[src/rtl/x_pll_rst_seq_if.sv]
// x_pll_rst_seq_if: lock/restart inputs and reset/status outputs of the PLL reset sequencer
interface x_pll_rst_seq_if;
    logic       i_lock;
    logic       i_restart;
    logic       o_pll_nrst;
    logic       o_dl_rst;
    logic       o_ready;
    logic       o_fail;
    logic [3:0] o_retry_cnt;
    logic [7:0] o_loss_cnt;
    modport master (
        output i_lock, i_restart,
        input  o_pll_nrst, o_dl_rst, o_ready, o_fail, o_retry_cnt, o_loss_cnt
    );
    modport slave (
        input  i_lock, i_restart,
        output o_pll_nrst, o_dl_rst, o_ready, o_fail, o_retry_cnt, o_loss_cnt
    );
endinterface

[src/rtl/x_pll_rst_seq.sv]
// x_pll_rst_seq: PLL reset/lock sequencer with timeout retries and stable-lock release of delay-line reset
module x_pll_rst_seq #(
    parameter int P_HOLD_CYCLES   = 16,
    parameter int P_LOCK_TIMEOUT  = 1200,
    parameter int P_STABLE_CYCLES = 64,
    parameter int P_MAX_RETRY     = 3
) (
    input  logic           i_clk,
    input  logic           i_rst,
    x_pll_rst_seq_if.slave bus
);
    localparam int MAX_HS = P_HOLD_CYCLES > P_STABLE_CYCLES ? P_HOLD_CYCLES : P_STABLE_CYCLES;
    localparam int MAXC   = P_LOCK_TIMEOUT > MAX_HS ? P_LOCK_TIMEOUT : MAX_HS;
    localparam int CW     = MAXC > 1 ? $clog2(MAXC) : 1;
    localparam logic [CW-1:0] HOLD_END = CW'(P_HOLD_CYCLES - 1);
    localparam logic [CW-1:0] TO_END   = CW'(P_LOCK_TIMEOUT - 1);
    localparam logic [CW-1:0] STB_END  = CW'(P_STABLE_CYCLES - 1);
    localparam logic [3:0]    RETRY_MAX = 4'(P_MAX_RETRY);

    typedef enum logic [2:0] {S_HOLD, S_WAIT, S_STABLE, S_RUN, S_FAIL} state_t;

    state_t        state_q, state_d;
    logic [CW-1:0] cnt_q, cnt_d;
    logic [1:0]    sync_q, sync_d;
    logic [3:0]    retry_q, retry_d;
    logic [7:0]    loss_q, loss_d;
    logic          pll_nrst_q, pll_nrst_d;
    logic          dl_rst_q, dl_rst_d;
    logic          ready_q, ready_d;
    logic          fail_q, fail_d;
    logic          lock_s;

    assign lock_s          = sync_q[1];
    assign bus.o_pll_nrst  = pll_nrst_q;
    assign bus.o_dl_rst    = dl_rst_q;
    assign bus.o_ready     = ready_q;
    assign bus.o_fail      = fail_q;
    assign bus.o_retry_cnt = retry_q;
    assign bus.o_loss_cnt  = loss_q;

    // next state, shared counter, retry/loss counters; outputs decoded from the next state so they flop with it
    always_comb begin
        state_d = state_q;
        cnt_d   = cnt_q;
        retry_d = retry_q;
        loss_d  = loss_q;
        sync_d  = {sync_q[0], bus.i_lock};
        if (bus.i_restart) begin
            state_d = S_HOLD;
            cnt_d   = '0;
            retry_d = '0;
        end else begin
            case (state_q)
                S_HOLD: begin
                    cnt_d   = cnt_q == HOLD_END ? '0 : cnt_q + 1'b1;
                    state_d = cnt_q == HOLD_END ? S_WAIT : S_HOLD;
                end
                S_WAIT: begin
                    if (lock_s) begin
                        state_d = S_STABLE;
                        cnt_d   = '0;
                    end else if (cnt_q == TO_END) begin
                        cnt_d   = '0;
                        state_d = retry_q == RETRY_MAX ? S_FAIL : S_HOLD;
                        retry_d = retry_q == RETRY_MAX ? retry_q : retry_q + 1'b1;
                    end else begin
                        cnt_d = cnt_q + 1'b1;
                    end
                end
                S_STABLE: begin
                    if (!lock_s) begin
                        state_d = S_WAIT;
                        cnt_d   = '0;
                    end else begin
                        cnt_d   = cnt_q == STB_END ? '0 : cnt_q + 1'b1;
                        state_d = cnt_q == STB_END ? S_RUN : S_STABLE;
                    end
                end
                S_RUN: begin
                    if (!lock_s) begin
                        state_d = S_HOLD;
                        cnt_d   = '0;
                        retry_d = '0;
                        loss_d  = loss_q == 8'hFF ? loss_q : loss_q + 1'b1;
                    end
                end
                S_FAIL: state_d = S_FAIL;
                default: begin
                    state_d = S_HOLD;
                    cnt_d   = '0;
                end
            endcase
        end
        pll_nrst_d = !(state_d == S_HOLD || state_d == S_FAIL);
        dl_rst_d   = state_d != S_RUN;
        ready_d    = state_d == S_RUN;
        fail_d     = state_d == S_FAIL;
    end

    // state, counters, synchroniser and all outputs registered together
    always_ff @(posedge i_clk) begin
        if (i_rst) begin
            state_q    <= S_HOLD;
            cnt_q      <= '0;
            sync_q     <= '0;
            retry_q    <= '0;
            loss_q     <= '0;
            pll_nrst_q <= 1'b0;
            dl_rst_q   <= 1'b1;
            ready_q    <= 1'b0;
            fail_q     <= 1'b0;
        end else begin
            state_q    <= state_d;
            cnt_q      <= cnt_d;
            sync_q     <= sync_d;
            retry_q    <= retry_d;
            loss_q     <= loss_d;
            pll_nrst_q <= pll_nrst_d;
            dl_rst_q   <= dl_rst_d;
            ready_q    <= ready_d;
            fail_q     <= fail_d;
        end
    end
endmodule

[src/flat_wrapper.sv]
// flat-port wrapper written by rule: the top's interface ports become plain ports
module x_pll_rst_seq_flat 
#(
    parameter int P_HOLD_CYCLES   = 16,
    parameter int P_LOCK_TIMEOUT  = 1200,
    parameter int P_STABLE_CYCLES = 64,
    parameter int P_MAX_RETRY     = 3
)
  (i_clk, i_rst, bus_i_lock, bus_i_restart, bus_o_pll_nrst, bus_o_dl_rst, bus_o_ready, bus_o_fail, bus_o_retry_cnt, bus_o_loss_cnt);
  x_pll_rst_seq_if bus_i ();
  input  logic i_clk;
  input  logic i_rst;
  input wire logic [$bits(bus_i.i_lock)-1:0] bus_i_lock;
  input wire logic [$bits(bus_i.i_restart)-1:0] bus_i_restart;
  output wire logic [$bits(bus_i.o_pll_nrst)-1:0] bus_o_pll_nrst;
  output wire logic [$bits(bus_i.o_dl_rst)-1:0] bus_o_dl_rst;
  output wire logic [$bits(bus_i.o_ready)-1:0] bus_o_ready;
  output wire logic [$bits(bus_i.o_fail)-1:0] bus_o_fail;
  output wire logic [$bits(bus_i.o_retry_cnt)-1:0] bus_o_retry_cnt;
  output wire logic [$bits(bus_i.o_loss_cnt)-1:0] bus_o_loss_cnt;
  assign bus_i.i_lock = bus_i_lock;
  assign bus_i.i_restart = bus_i_restart;
  assign bus_o_pll_nrst = bus_i.o_pll_nrst;
  assign bus_o_dl_rst = bus_i.o_dl_rst;
  assign bus_o_ready = bus_i.o_ready;
  assign bus_o_fail = bus_i.o_fail;
  assign bus_o_retry_cnt = bus_i.o_retry_cnt;
  assign bus_o_loss_cnt = bus_i.o_loss_cnt;
  x_pll_rst_seq #(.P_HOLD_CYCLES(P_HOLD_CYCLES), .P_LOCK_TIMEOUT(P_LOCK_TIMEOUT), .P_STABLE_CYCLES(P_STABLE_CYCLES), .P_MAX_RETRY(P_MAX_RETRY)) u_core (.i_clk(i_clk), .i_rst(i_rst), .bus(bus_i));
endmodule
[config.mk]
export PLATFORM = sky130hd
export DESIGN_NAME = x_pll_rst_seq_flat
export DESIGN_NICKNAME = d
export VERILOG_FILES = /design/src/rtl/x_pll_rst_seq_if.sv /design/src/rtl/x_pll_rst_seq.sv /design/src/flat_wrapper.sv
export SDC_FILE = /design/constraint.sdc
export NUM_CORES = 1
export LEC_CHECK = 0
export BUFFER_PORTS_ARGS = -buffer_cell sky130_fd_sc_hd__clkbuf_2
export CORE_MARGIN = 4
export CORE_UTILIZATION = 42
export CTS_CLUSTER_SIZE = 28
export DETAILED_ROUTE_END_ITERATION = 10
export PLACE_DENSITY = 0.6
export SYNTH_ARGS = -nofsm -noshare
export SYNTH_HDL_FRONTEND = slang
export SYNTH_SLANG_ARGS = --single-unit
[constraint.sdc]
create_clock -name i_clk -period 1.9 [get_ports i_clk]
set_clock_uncertainty 0.05 [all_clocks]
set_input_delay 0.095 -clock i_clk [delete_from_list [all_inputs] [get_ports i_clk]]
set_output_delay 0.095 -clock i_clk [all_outputs]
set_load 0.01 [all_outputs]
==> impl_results.rst, run 1 <==
.. list-table::
   :header-rows: 1

   * - Metric
     - Value
   * - Count of flip-flops with a built-in enable after synthesis
     - 0
   * - Type of the tightest min-delay check
     - input port to register
   * - Worst Hold Depth
     - 2
   * - Reg2Reg Setup Slack
     - roughly 0.051 ns
   * - Net count of the finished layout
     - ~250
   * - Row cnt
     - 22
   * - Slew margin rel.
     - between 60% and 70%
   * - Startpoint class of the critical path
     - register
   * - Sum of net half-perimeters after detailed placement
     - between 3000 and 4000 um
   * - Tcrit/Tclk final
     - a little over nine tenths
   * - Setup CP Type
     - register to register
   * - Count of placed standard cells including taps
     - 280
   * - Layout cells sized above 1
     - around 35%
   * - Worst Slack Setup Final
     - between 0.05 and 0.06 ns
   * - Post-synthesis async set-or-reset flop share
     - 0%
   * - Mean post-synth cell area
     - 8.46 um2
   * - Count of different cell masters after synthesis
     - 49
   * - Synthesis warning total
     - 0
   * - Power density relative to cell area
     - 637 nW/um2
   * - Delay of the slowest cell on the worst path
     - 0.46 ns
   * - Final setup violation count
     - 0
   * - Die ar.
     - 5130 um2
   * - Setup WS pre-CTS
     - -0.0413 ns
   * - Sequential cell area
     - 649 um2
   * - Area of the core
     - 3800 um2
   * - Maximum capacitance violations
     - 0
   * - Post-synthesis sequential area ratio
     - 37.7%
   * - Number of global-route vias before repair
     - 1562
   * - Effective utilization at floorplan
     - 44.8%
   * - Leakage power of the design
     - between 0.8 and 0.9 nW
   * - DR vias
     - 1706
   * - Final critical path time including I/O delays and setup
     - 1.85 ns
   * - Die Ht
     - 71.6 um
   * - Top library cells by usage in the layout, fill and taps aside
     - sky130_fd_sc_hd__buf_4, sky130_fd_sc_hd__dfxtp_1, sky130_fd_sc_hd__clkbuf_2
   * - Clk pin slew, worst setup/hold paths
     - ~0.06 ns
   * - Unrepaired setup endpoints after global routing
     - yes
   * - Number of clock sinks
     - 32
   * - Top achievable clock speed
     - 541 MHz
   * - Biggest fanout along the worst timing path
     - 5
   * - Worst endpoint data arrival time
     - 1.95 ns
   * - Leading register cell type out of synthesis
     - sky130_fd_sc_hd__dfxtp_1
   * - Layout Utilization
     - 59.1%
   * - Die width
     - 71.6 um
   * - Total wirelength of the detailed-routed design
     - 4500 um
   * - Footprint of the multi-input gates
     - about 1100 um2
   * - Detail-routed net length per standard cell
     - 15.5 um
   * - Total clock buffers created by CTS
     - 5
   * - RR Endpoint
     - u_core.cnt_q[3]$_SDFFE_PP0P_
   * - CTS tree
     - done
   * - Start point of the worst hold path
     - i_rst
   * - Post-Synthesis Cells
     - 201
   * - R2r startpoint
     - u_core.cnt_q[1]$_SDFFE_PP0P_
   * - Violation count after the first detailed-route iteration
     - 83
   * - Finished Layout Cells
     - ~290
   * - Slowest cell on the critical path
     - sky130_fd_sc_hd__o41a_1
   * - Worst setup EP type
     - register
   * - Most repeated library cell on the critical path
     - sky130_fd_sc_hd__a211oi_2
   * - Deepest clock path buffer count
     - 2
   * - Number of register bits inferred by synthesis
     - 32
   * - Area of the mapped netlist
     - 1700 um2
   * - Leftover overflow at the end of global routing
     - 0
   * - Worst path required time
     - 2.00 ns
   * - DR DRC count
     - 0
   * - Synthesized Nets
     - 208
   * - Area growth syn-to-layout
     - 31.9%
   * - Buffers plus inverters on the worst setup path
     - 1
   * - Pin count of the biggest net entering global routing
     - 15
   * - Final cell area excluding filler cells
     - 2240 um2
   * - Number of cell instances on the worst register-to-register path
     - 6
   * - Max Transition Viols Final
     - 0
   * - Worst Hold End
     - u_core.bus.o_loss_cnt[6]$_SDFFE_PP0P_
   * - Number of ports placed on the die boundary
     - 20
   * - Number of antenna diodes
     - 0
   * - Peak ir drop on the vdd network
     - 0.553 mV
   * - Cells traversed along the worst timing path
     - ha_4 -> nand4_1 -> o41a_1 -> a211oi_2 -> buf_4 -> a211oi_2
   * - Filler cell count
     - 341
   * - Total count of hold-check failures in the final report
     - 0
   * - Master cell of the clock root buffer
     - sky130_fd_sc_hd__clkbuf_8
   * - Remaining number of nets flagged by the antenna check after routing
     - 0
   * - Count of port buffers added during placement
     - 19
   * - Global-route usage over all layers
     - approximately 17%
   * - Final weighted congestion of routability-driven global placement
     - between 0.8 and 0.9
   * - Critical path's top delay family
     - compound AO/OA/AOI/OAI gates
   * - Drt via density
     - between 5 and 6
   * - Total negative slack
     - 0 ns
   * - Global-route wire length before repair
     - between 7000 and 8000 um
   * - Transition time of the tightest slew-check pin
     - 0.505 ns
   * - Worst-Skew Late Latency
     - ~0.29 ns
   * - Max H-tree Level
     - 2
   * - Drt pass-1 iters
     - 4
   * - Post-placement cell area
     - approximately 2000 um2
   * - Antenna violations before repair
     - 0
   * - Status
     - finished clean
per-layer routing:
metal	up-vias	track usage, %	wire [um]
li1	848	-	-
met1	811	22.3	2100
met2	39	27.8	2160
met3	8	4.77	178
met4	0	5.22	55
met5	-	0	0
synthesized netlist by cell type, drive strengths merged, types with 2 or more instances:
| cell type | number | area, um2 |
|---|---|---|
| xnor2 | 2 | 17.5 |
| a211o | 2 | 17.5 |
| and4b | 2 | 20.0 |
| a221oi | 2 | 17.5 |
| a31oi | 3 | 18.8 |
| nand2 | 10 | 37.5 |
| or4 | 5 | 37.5 |
| buf | 3 | 27.5 |
| nand3 | 6 | 30.0 |
| and4 | 2 | 17.5 |
| dfxtp | 32 | 641 |
| a21oi | 16 | 80.1 |
| nor4 | 3 | 18.8 |
| nand2b | 2 | 12.5 |
| nand4 | 6 | 37.5 |
| nand4b | 2 | 17.5 |
| o21ai | 9 | 45.0 |
| nor2b | 5 | 31.3 |
| a211oi | 9 | 72.6 |
| a41oi | 2 | 17.5 |
| clkbuf | 11 | 41.3 |
| nor3 | 5 | 25.0 |
| ha | 3 | 37.5 |
| or2 | 5 | 31.3 |
| o31ai | 5 | 37.5 |
| and3 | 3 | 18.8 |
| or3b | 3 | 26.3 |
| o22ai | 2 | 12.5 |
| nor2 | 10 | 37.5 |
| or3 | 8 | 50.1 |
| o311ai | 2 | 17.5 |
| inv | 8 | 30.0 |
layout make-up:
cell class	count	area share [%]
clock buffers	7	4.29
clock inverters	1	1.34
inverters	8	1.34
multi-input cells	147	47.2
flip-flops and latches	32	28.9
well taps	48	2.68
repair buffers	48	14.2
per-stage QoR:
step | total power, W | hold slack, ns
global placement | 0.000724 | 0.258
finish | 0.00143 | 0.0894
global route | 0.00148 | 0.0937
floorplan | 0.000712 | 0.173
detailed placement | 0.000726 | 0.257
CTS | 0.00144 | 0.0887
cell families (layout without fill, tap and decap cells):
group	after synthesis	in the layout	share of synthesized area [%]
multiplexers	1	1	0.589
buffers and inverters	22	64	5.81
AND/OR/NAND/NOR	80	80	28.0
flip-flops	32	32	37.7
AO/OA/AOI/OAI	60	60	24.1
adder cells (fa/ha/maj)	3	3	2.21
XOR/XNOR	3	3	1.55
how the worst max path moves through the flow:
| stage | start | end | slack (ns) | cells past startpoint |
|---|---|---|---|---|
| finish | u_core.cnt_q[1]$_SDFFE_PP0P_ | u_core.cnt_q[3]$_SDFFE_PP0P_ | 0.05 | 6 |
| global route | u_core.cnt_q[1]$_SDFFE_PP0P_ | u_core.cnt_q[5]$_SDFFE_PP0P_ | -0.03 | 6 |
| CTS | u_core.state_q[1]$_SDFF_PP0_ | u_core.bus.o_loss_cnt[7]$_SDFFE_PP0P_ | 0.001 | 5 |
| detailed placement | u_core.state_q[1]$_SDFF_PP0_ | u_core.bus.o_loss_cnt[7]$_SDFFE_PP0P_ | -0.04 | 5 |
| global placement | u_core.state_q[2]$_SDFF_PP0_ | u_core.cnt_q[10]$_SDFFE_PP0P_ | 0.04 | 6 |
| floorplan | u_core.cnt_q[6]$_SDFFE_PP0P_ | u_core.cnt_q[0]$_SDFFE_PP0P_ | 0.03 | 6 |
sequential cells by signal, indices dropped and copies added, names as in the netlist:
register and flops:
u_core.cnt_q 11, u_core.bus.o_ready 1, u_core.bus.o_dl_rst 1, u_core.sync_q 2, u_core.bus.o_pll_nrst 1, u_core.bus.o_loss_cnt 8
u_core.state_q 3, u_core.bus.o_fail 1, u_core.bus.o_retry_cnt 4
power by group:
group / switching, W / total [W] / internal (W)
registers: 0.00000399 / 0.000678 / 0.000674
logic: 0.0000219 / 0.0000370 / 0.0000151
clock network: 0.000251 / 0.000713 / 0.000463
total: 0.000277 / 0.00143 / 0.00115
timing repair:
item                       4_1_cts  5_1_grt
setup endpoints to repair        2       23
setup buffers                    0        1
cloned                           0        1
hold buffers                     1        0
hold endpoints to repair         1        0
resized for setup                1       25
pin swaps                        0        7
Power figures use the tool's default switching activity.
==> inputs of run 2 (changes only) <==
- CORE_UTILIZATION: 42 -> 51
- PLACE_DENSITY: 0.6 -> 0.71
- RECOVER_POWER: unset -> 50
==> impl_results.rst, run 2 (same netlist as run 1, synthesis figures left out) <==
.. list-table::
   :header-rows: 1

   * - Metric
     - Value
   * - Total count of hold-check failures in the final report
     - 0
   * - Pin count of the biggest net entering global routing
     - 15
   * - Peak ir drop on the vdd network
     - around 0.37 mV
   * - Maximum capacitance violations
     - 0
   * - Effective utilization at floorplan
     - 54.4%
   * - Number of global-route vias before repair
     - 1552
   * - Final critical path time including I/O delays and setup
     - 1.86 ns
   * - Most common cell after layout, fill and taps aside
     - sky130_fd_sc_hd__dfxtp_1
   * - Area of the core
     - 3130 um2
   * - R2r startpoint
     - u_core.state_q[2]$_SDFF_PP0_
   * - Register containing the most flip-flops in the final layout
     - u_core.cnt_q
   * - Number of antenna diodes
     - 0
   * - Worst-Skew Late Latency
     - approximately 0.34 ns
   * - Deepest clock path buffer count
     - 2
   * - Remaining number of nets flagged by the antenna check after routing
     - 0
   * - Post-route total power
     - 0.00123 W
   * - Start point of the worst hold path
     - i_rst
   * - Die Ht
     - 65.7 um
   * - Worst Hold Depth
     - 2
   * - Total clock buffers created by CTS
     - 5
   * - Antenna violations before repair
     - 0
   * - Leftover overflow at the end of global routing
     - 0
   * - RR Endpoint
     - u_core.bus.o_dl_rst$_SDFF_PP1_
   * - Number of cell instances on the worst register-to-register path
     - 7
   * - Power density relative to cell area
     - 586 nW/um2
   * - Status
     - finished clean
   * - CTS tree
     - done
   * - Setup CP Type
     - register to register
   * - Master cell of the clock root buffer
     - sky130_fd_sc_hd__clkbuf_4
   * - Final weighted congestion of routability-driven global placement
     - 0.914
   * - Violation count after the first detailed-route iteration
     - 99
   * - Area growth syn-to-layout
     - 23.8%
   * - Drt via density
     - 5.94
   * - Finished Layout Cells
     - 280
   * - Die width
     - 65.7 um
   * - Number of clock sinks
     - 32
   * - Global-route wire length before repair
     - 6700 um
   * - DR vias
     - 1663
   * - Flip-flop count of the largest register, all copies and words added
     - 11
   * - Detail-routed net length per standard cell
     - 14.2 um
   * - Top achievable clock speed
     - roughly 540 MHz
   * - Drt pass-1 iters
     - 4
   * - Unrepaired setup endpoints after global routing
     - yes
   * - Setup WS pre-CTS
     - 0.0143 ns
   * - DR DRC count
     - 0
   * - Startpoint class of the critical path
     - register
   * - Biggest fanout along the worst timing path
     - 10
   * - Max H-tree Level
     - 2
   * - Slew margin rel.
     - 69.5%
   * - Type of the tightest min-delay check
     - input port to register
   * - Number of ports placed on the die boundary
     - 20
   * - Worst path required time
     - 2.08 ns
   * - Sum of net half-perimeters after detailed placement
     - 2890 um
   * - Worst Slack Setup Final
     - 0.0427 ns
   * - Total wirelength of the detailed-routed design
     - 3990 um
   * - Leakage power of the design
     - 0.728 nW
   * - Row cnt
     - 20
   * - Final setup violation count
     - 0
   * - Max Transition Viols Final
     - 0
   * - Count of port buffers added during placement
     - 19
   * - Reg2Reg Setup Slack
     - around 0.043 ns
   * - Worst endpoint data arrival time
     - 2.04 ns
   * - Worst Hold End
     - u_core.bus.o_loss_cnt[7]$_SDFFE_PP0P_
   * - Layout cells sized above 1
     - 27.1%
   * - Net count of the finished layout
     - between 200 and 250
   * - Top library cells by usage in the layout, fill and taps aside
     - sky130_fd_sc_hd__dfxtp_1, sky130_fd_sc_hd__buf_4, sky130_fd_sc_hd__a21oi_1
   * - Global-route usage over all layers
     - 19.9%
   * - Transition time of the tightest slew-check pin
     - 0.456 ns
   * - Die ar.
     - between 4000 and 5000 um2
   * - Total negative slack
     - 0 ns
   * - Clk pin slew, worst setup/hold paths
     - 0.11 ns
   * - Tcrit/Tclk final
     - 97.8%
   * - Worst setup EP type
     - register
   * - Count of placed standard cells including taps
     - 270
==> run 2: cell type report <==
type | instances | area [um2]
multi-input combinational | 147 | 1030
fill | 262 | 1020
sequential | 32 | 646
timing repair buffer | 41 | 262
tap | 44 | 55.1
clock inverter | 3 | 42.5
clock buffer | 5 | 37.5
inverter | 8 | 30.0
==> run 2: worst max-delay path: stages (launching register included) <==
cell	delay [ns]
sky130_fd_sc_hd__dfxtp_2	0.36
sky130_fd_sc_hd__buf_4	0.16
sky130_fd_sc_hd__or4b_1	0.49
sky130_fd_sc_hd__a31oi_2	0.21
sky130_fd_sc_hd__buf_4	0.14
sky130_fd_sc_hd__a221oi_1	0.04
sky130_fd_sc_hd__buf_4	0.17
sky130_fd_sc_hd__nand2b_1	0.13
==> run 2: per-layer routing <==
metal  share of wire [%]  track usage, %  vias up
met5                   0               0        -
met4                 1.5            8.29        0
met3                 6.1            5.47        7
met2                  47            31.3       42
met1                  46            25.3      775
li1                    -               -      839
==> run 2: worst max-delay path by stage <==
stage | cells past startpoint | start | to
after CTS | 5 | u_core.bus.o_retry_cnt[0]$_SDFFE_PP0P_ | u_core.bus.o_retry_cnt[1]$_SDFFE_PP0P_
after global placement | 5 | u_core.state_q[1]$_SDFF_PP0_ | u_core.bus.o_loss_cnt[7]$_SDFFE_PP0P_
after detailed placement | 5 | u_core.state_q[1]$_SDFF_PP0_ | u_core.bus.o_loss_cnt[7]$_SDFFE_PP0P_
final | 7 | u_core.state_q[2]$_SDFF_PP0_ | u_core.bus.o_dl_rst$_SDFF_PP1_
after global routing | 6 | u_core.state_q[2]$_SDFF_PP0_ | u_core.cnt_q[8]$_SDFFE_PP0P_
after floorplan | 6 | u_core.cnt_q[6]$_SDFFE_PP0P_ | u_core.cnt_q[0]$_SDFFE_PP0P_
==> run 2: power by group <==
group,leakage (nW),internal (W),switching (W)
Sequential,0.260,0.000675,0.00000447
Combinational,0.426,0.0000138,0.0000195
Clock,0.0412,0.000274,0.000247
Total,0.728,0.000963,0.000271
==> run 2: stage by stage <==
step / hold WS (ns) / cell area (um2) / utilization [%]
2_1_floorplan: 0.173 / 1700 / -
3_3_place_gp: 0.252 / 1930 / 61.8
3_5_place_dp: 0.262 / 1930 / 61.8
4_1_cts: 0.00269 / 2040 / 65.3
5_1_grt: 0.0228 / 2100 / 67.3
6_report: 0.0181 / 2100 / 67.3
==> run 2: what timing repair did <==
| action | 4_1_cts | 5_1_grt |
|---|---|---|
| endpoints found under the hold margin | 1 | 0 |
| resized for setup | 4 | 16 |
| buffers inserted | 0 | 1 |
| hold buffers | 1 | 0 |
| setup endpoints to repair | 3 | 19 |
| pin swaps | 0 | 1 |
==> inputs of run 3 (changes only) <==
- BUFFER_PORTS_ARGS: -buffer_cell sky130_fd_sc_hd__clkbuf_2 -> unset
- CORE_UTILIZATION: 51 -> 62
- DONT_BUFFER_PORTS: unset -> 1
- PLACE_DENSITY: 0.71 -> 0.75
- clock period: 1.9 -> 2.06 ns (I/O delays scaled with it)
==> impl_results.rst, run 3 (same netlist as run 1, synthesis figures left out) <==
.. list-table::
   :header-rows: 1

   * - Metric
     - Value
   * - Status
     - finished clean
   * - Top achievable clock speed
     - 514 MHz
   * - Die ar.
     - about 3600 um2
   * - DR DRC count
     - 0
   * - Register containing the most flip-flops in the final layout
     - u_core.cnt_q
   * - Final critical path time including I/O delays and setup
     - 1.95 ns
   * - Drt via density
     - 6.60
   * - Number of clock sinks
     - 32
   * - Net count of the finished layout
     - 220
   * - Worst-Skew Late Latency
     - 0.35 ns
   * - Worst setup EP type
     - register
   * - Pin count of the biggest net entering global routing
     - 15
   * - Most common cell after layout, fill and taps aside
     - sky130_fd_sc_hd__dfxtp_1
   * - Count of placed standard cells including taps
     - 233
   * - Setup CP Type
     - register to register
   * - Final cell area excluding filler cells
     - 1910 um2
   * - Leakage power of the design
     - 0.626 nW
   * - Number of global-route vias before repair
     - 1537
   * - First element of the critical path
     - u_core.cnt_q[0]$_SDFFE_PP0P_
   * - Finished Layout Cells
     - 244
   * - Drt pass-1 iters
     - 4
   * - Reg2Reg Setup Slack
     - around 0.11 ns
   * - Sum of net half-perimeters after detailed placement
     - between 2000 and 3000 um
   * - Number of cell instances on the worst register-to-register path
     - 5
   * - Post-placement cell area
     - 1790 um2
   * - CTS tree
     - done
   * - Sequential cell area
     - 643 um2
   * - Number of antenna diodes
     - 0
   * - Flip-flop count of the largest register, all copies and words added
     - 11
   * - Master cell of the clock root buffer
     - sky130_fd_sc_hd__clkbuf_4
   * - Area of the core
     - 2540 um2
   * - Row cnt
     - 18
   * - Total count of hold-check failures in the final report
     - 0
   * - Footprint of the multi-input gates
     - 976 um2
   * - R2r startpoint
     - u_core.cnt_q[0]$_SDFFE_PP0P_
   * - Total negative slack
     - 0 ns
   * - Die Ht
     - 60.4 um
   * - Transition time of the tightest slew-check pin
     - between 0.5 and 0.6 ns
   * - Antenna violations before repair
     - 0
   * - Total wirelength of the detailed-routed design
     - 4000 um
   * - Global-route usage over all layers
     - 24.3%
   * - Final weighted congestion of routability-driven global placement
     - 0.921
   * - Worst path required time
     - ~2.3 ns
   * - Number of ports placed on the die boundary
     - 20
   * - Slew margin rel.
     - between 60% and 70%
   * - Violation count after the first detailed-route iteration
     - 144
   * - Power density relative to cell area
     - slightly below 600 nW/um2
   * - Max Transition Viols Final
     - 0
   * - RR Endpoint
     - u_core.cnt_q[10]$_SDFFE_PP0P_
   * - Effective utilization at floorplan
     - 66.8%
   * - Tcrit/Tclk final
     - 94.5%
   * - DR vias
     - 1611
   * - Clk pin slew, worst setup/hold paths
     - 0.10 ns
   * - Type of the tightest min-delay check
     - input port to register
   * - Area growth syn-to-layout
     - 12.1%
   * - Layout cells sized above 1
     - ~16%
   * - Filler cell count
     - 217
   * - Maximum capacitance violations
     - 0
   * - Unrepaired setup endpoints after global routing
     - no
   * - Count of port buffers added during placement
     - 0
   * - Final setup violation count
     - 0
   * - Die width
     - just over 60 um
   * - Total clock buffers created by CTS
     - 5
   * - Detail-routed net length per standard cell
     - ~16 um
   * - Remaining number of nets flagged by the antenna check after routing
     - 0
   * - Deepest clock path buffer count
     - 2
   * - Top library cells by usage in the layout, fill and taps aside
     - sky130_fd_sc_hd__dfxtp_1, sky130_fd_sc_hd__a21oi_1, sky130_fd_sc_hd__buf_4
   * - Worst setup path end
     - u_core.cnt_q[10]$_SDFFE_PP0P_
   * - Startpoint class of the critical path
     - register
   * - Peak ir drop on the vdd network
     - 0.604 mV
   * - Leftover overflow at the end of global routing
     - 0
   * - Biggest fanout along the worst timing path
     - 6
   * - Max H-tree Level
     - 2
   * - Global-route wire length before repair
     - 6670 um
   * - Worst endpoint data arrival time
     - 2.16 ns
run 3: report_power, final:
part	total, W	internal, W	switching, W
clock	0.000479	0.000253	0.000226
combinational	0.0000256	0.0000106	0.0000150
sequential	0.000627	0.000622	0.00000440
run 3: worst min path at each step:
stage / startpoint / endpoint / slack, ns / depth (start not counted)
after global placement: i_rst / u_core.bus.o_loss_cnt[2]$_SDFFE_PP0P_ / 0.12 / 1
after global routing: i_rst / u_core.cnt_q[10]$_SDFFE_PP0P_ / 0.1 / 2
after CTS: i_rst / u_core.bus.o_fail$_SDFF_PP0_ / 0.07 / 2
final: i_rst / u_core.state_q[2]$_SDFF_PP0_ / 0.08 / 2
after detailed placement: i_rst / u_core.bus.o_loss_cnt[4]$_SDFFE_PP0P_ / 0.13 / 1
after floorplan: bus_i_lock / u_core.sync_q[0]$_SDFF_PP0_ / 0.18 / 1
run 3: metal layers:
metal	GRT usage [%]	up-vias	share of wire, %
li1	-	795	-
met1	31.3	749	43
met5	0	-	0
met4	13.6	0	2.6
met3	7.87	10	7.4
met2	36.0	57	47
run 3: timing repair:
item | 4_1_cts | 5_1_grt
hold buffers | 3 | 0
hold endpoints to repair | 11 | 0
buffers inserted | 0 | 0
resized for setup | 0 | 5
setup endpoints to repair | 0 | 10
run 3: metrics by stage:
step | hold slack, ns | total power (W) | setup WS (ns) | util (%)
2_1_floorplan | 0.181 | 0.000656 | 0.192 | -
6_report | 0.0755 | 0.00113 | 0.113 | 74.9
5_1_grt | 0.0957 | 0.00117 | 0.0305 | 74.9
4_1_cts | 0.0717 | 0.00113 | 0.0341 | 74.6
3_5_place_dp | 0.125 | 0.000658 | 0.0818 | 70.3
3_3_place_gp | 0.124 | 0.000658 | 0.188 | 70.3
run 3: critical path, stage by stage, from the launching register on:
cell and delay [ns]:
sky130_fd_sc_hd__dfxtp_2 0.38, sky130_fd_sc_hd__ha_2 0.21, sky130_fd_sc_hd__nand4_1 0.21, sky130_fd_sc_hd__or2_2 0.35, sky130_fd_sc_hd__or4_1 0.42, sky130_fd_sc_hd__a221oi_2 0.25
run 3: area by class of cell:
class	count	share of cell area, %
Multi-Input combinational cell	147	51.2
Tap cell	30	1.97
Inverter	8	1.58
Clock inverter	3	2.23
Timing Repair Buffer	19	7.29
Clock buffer	5	1.97
Sequential cell	32	33.7
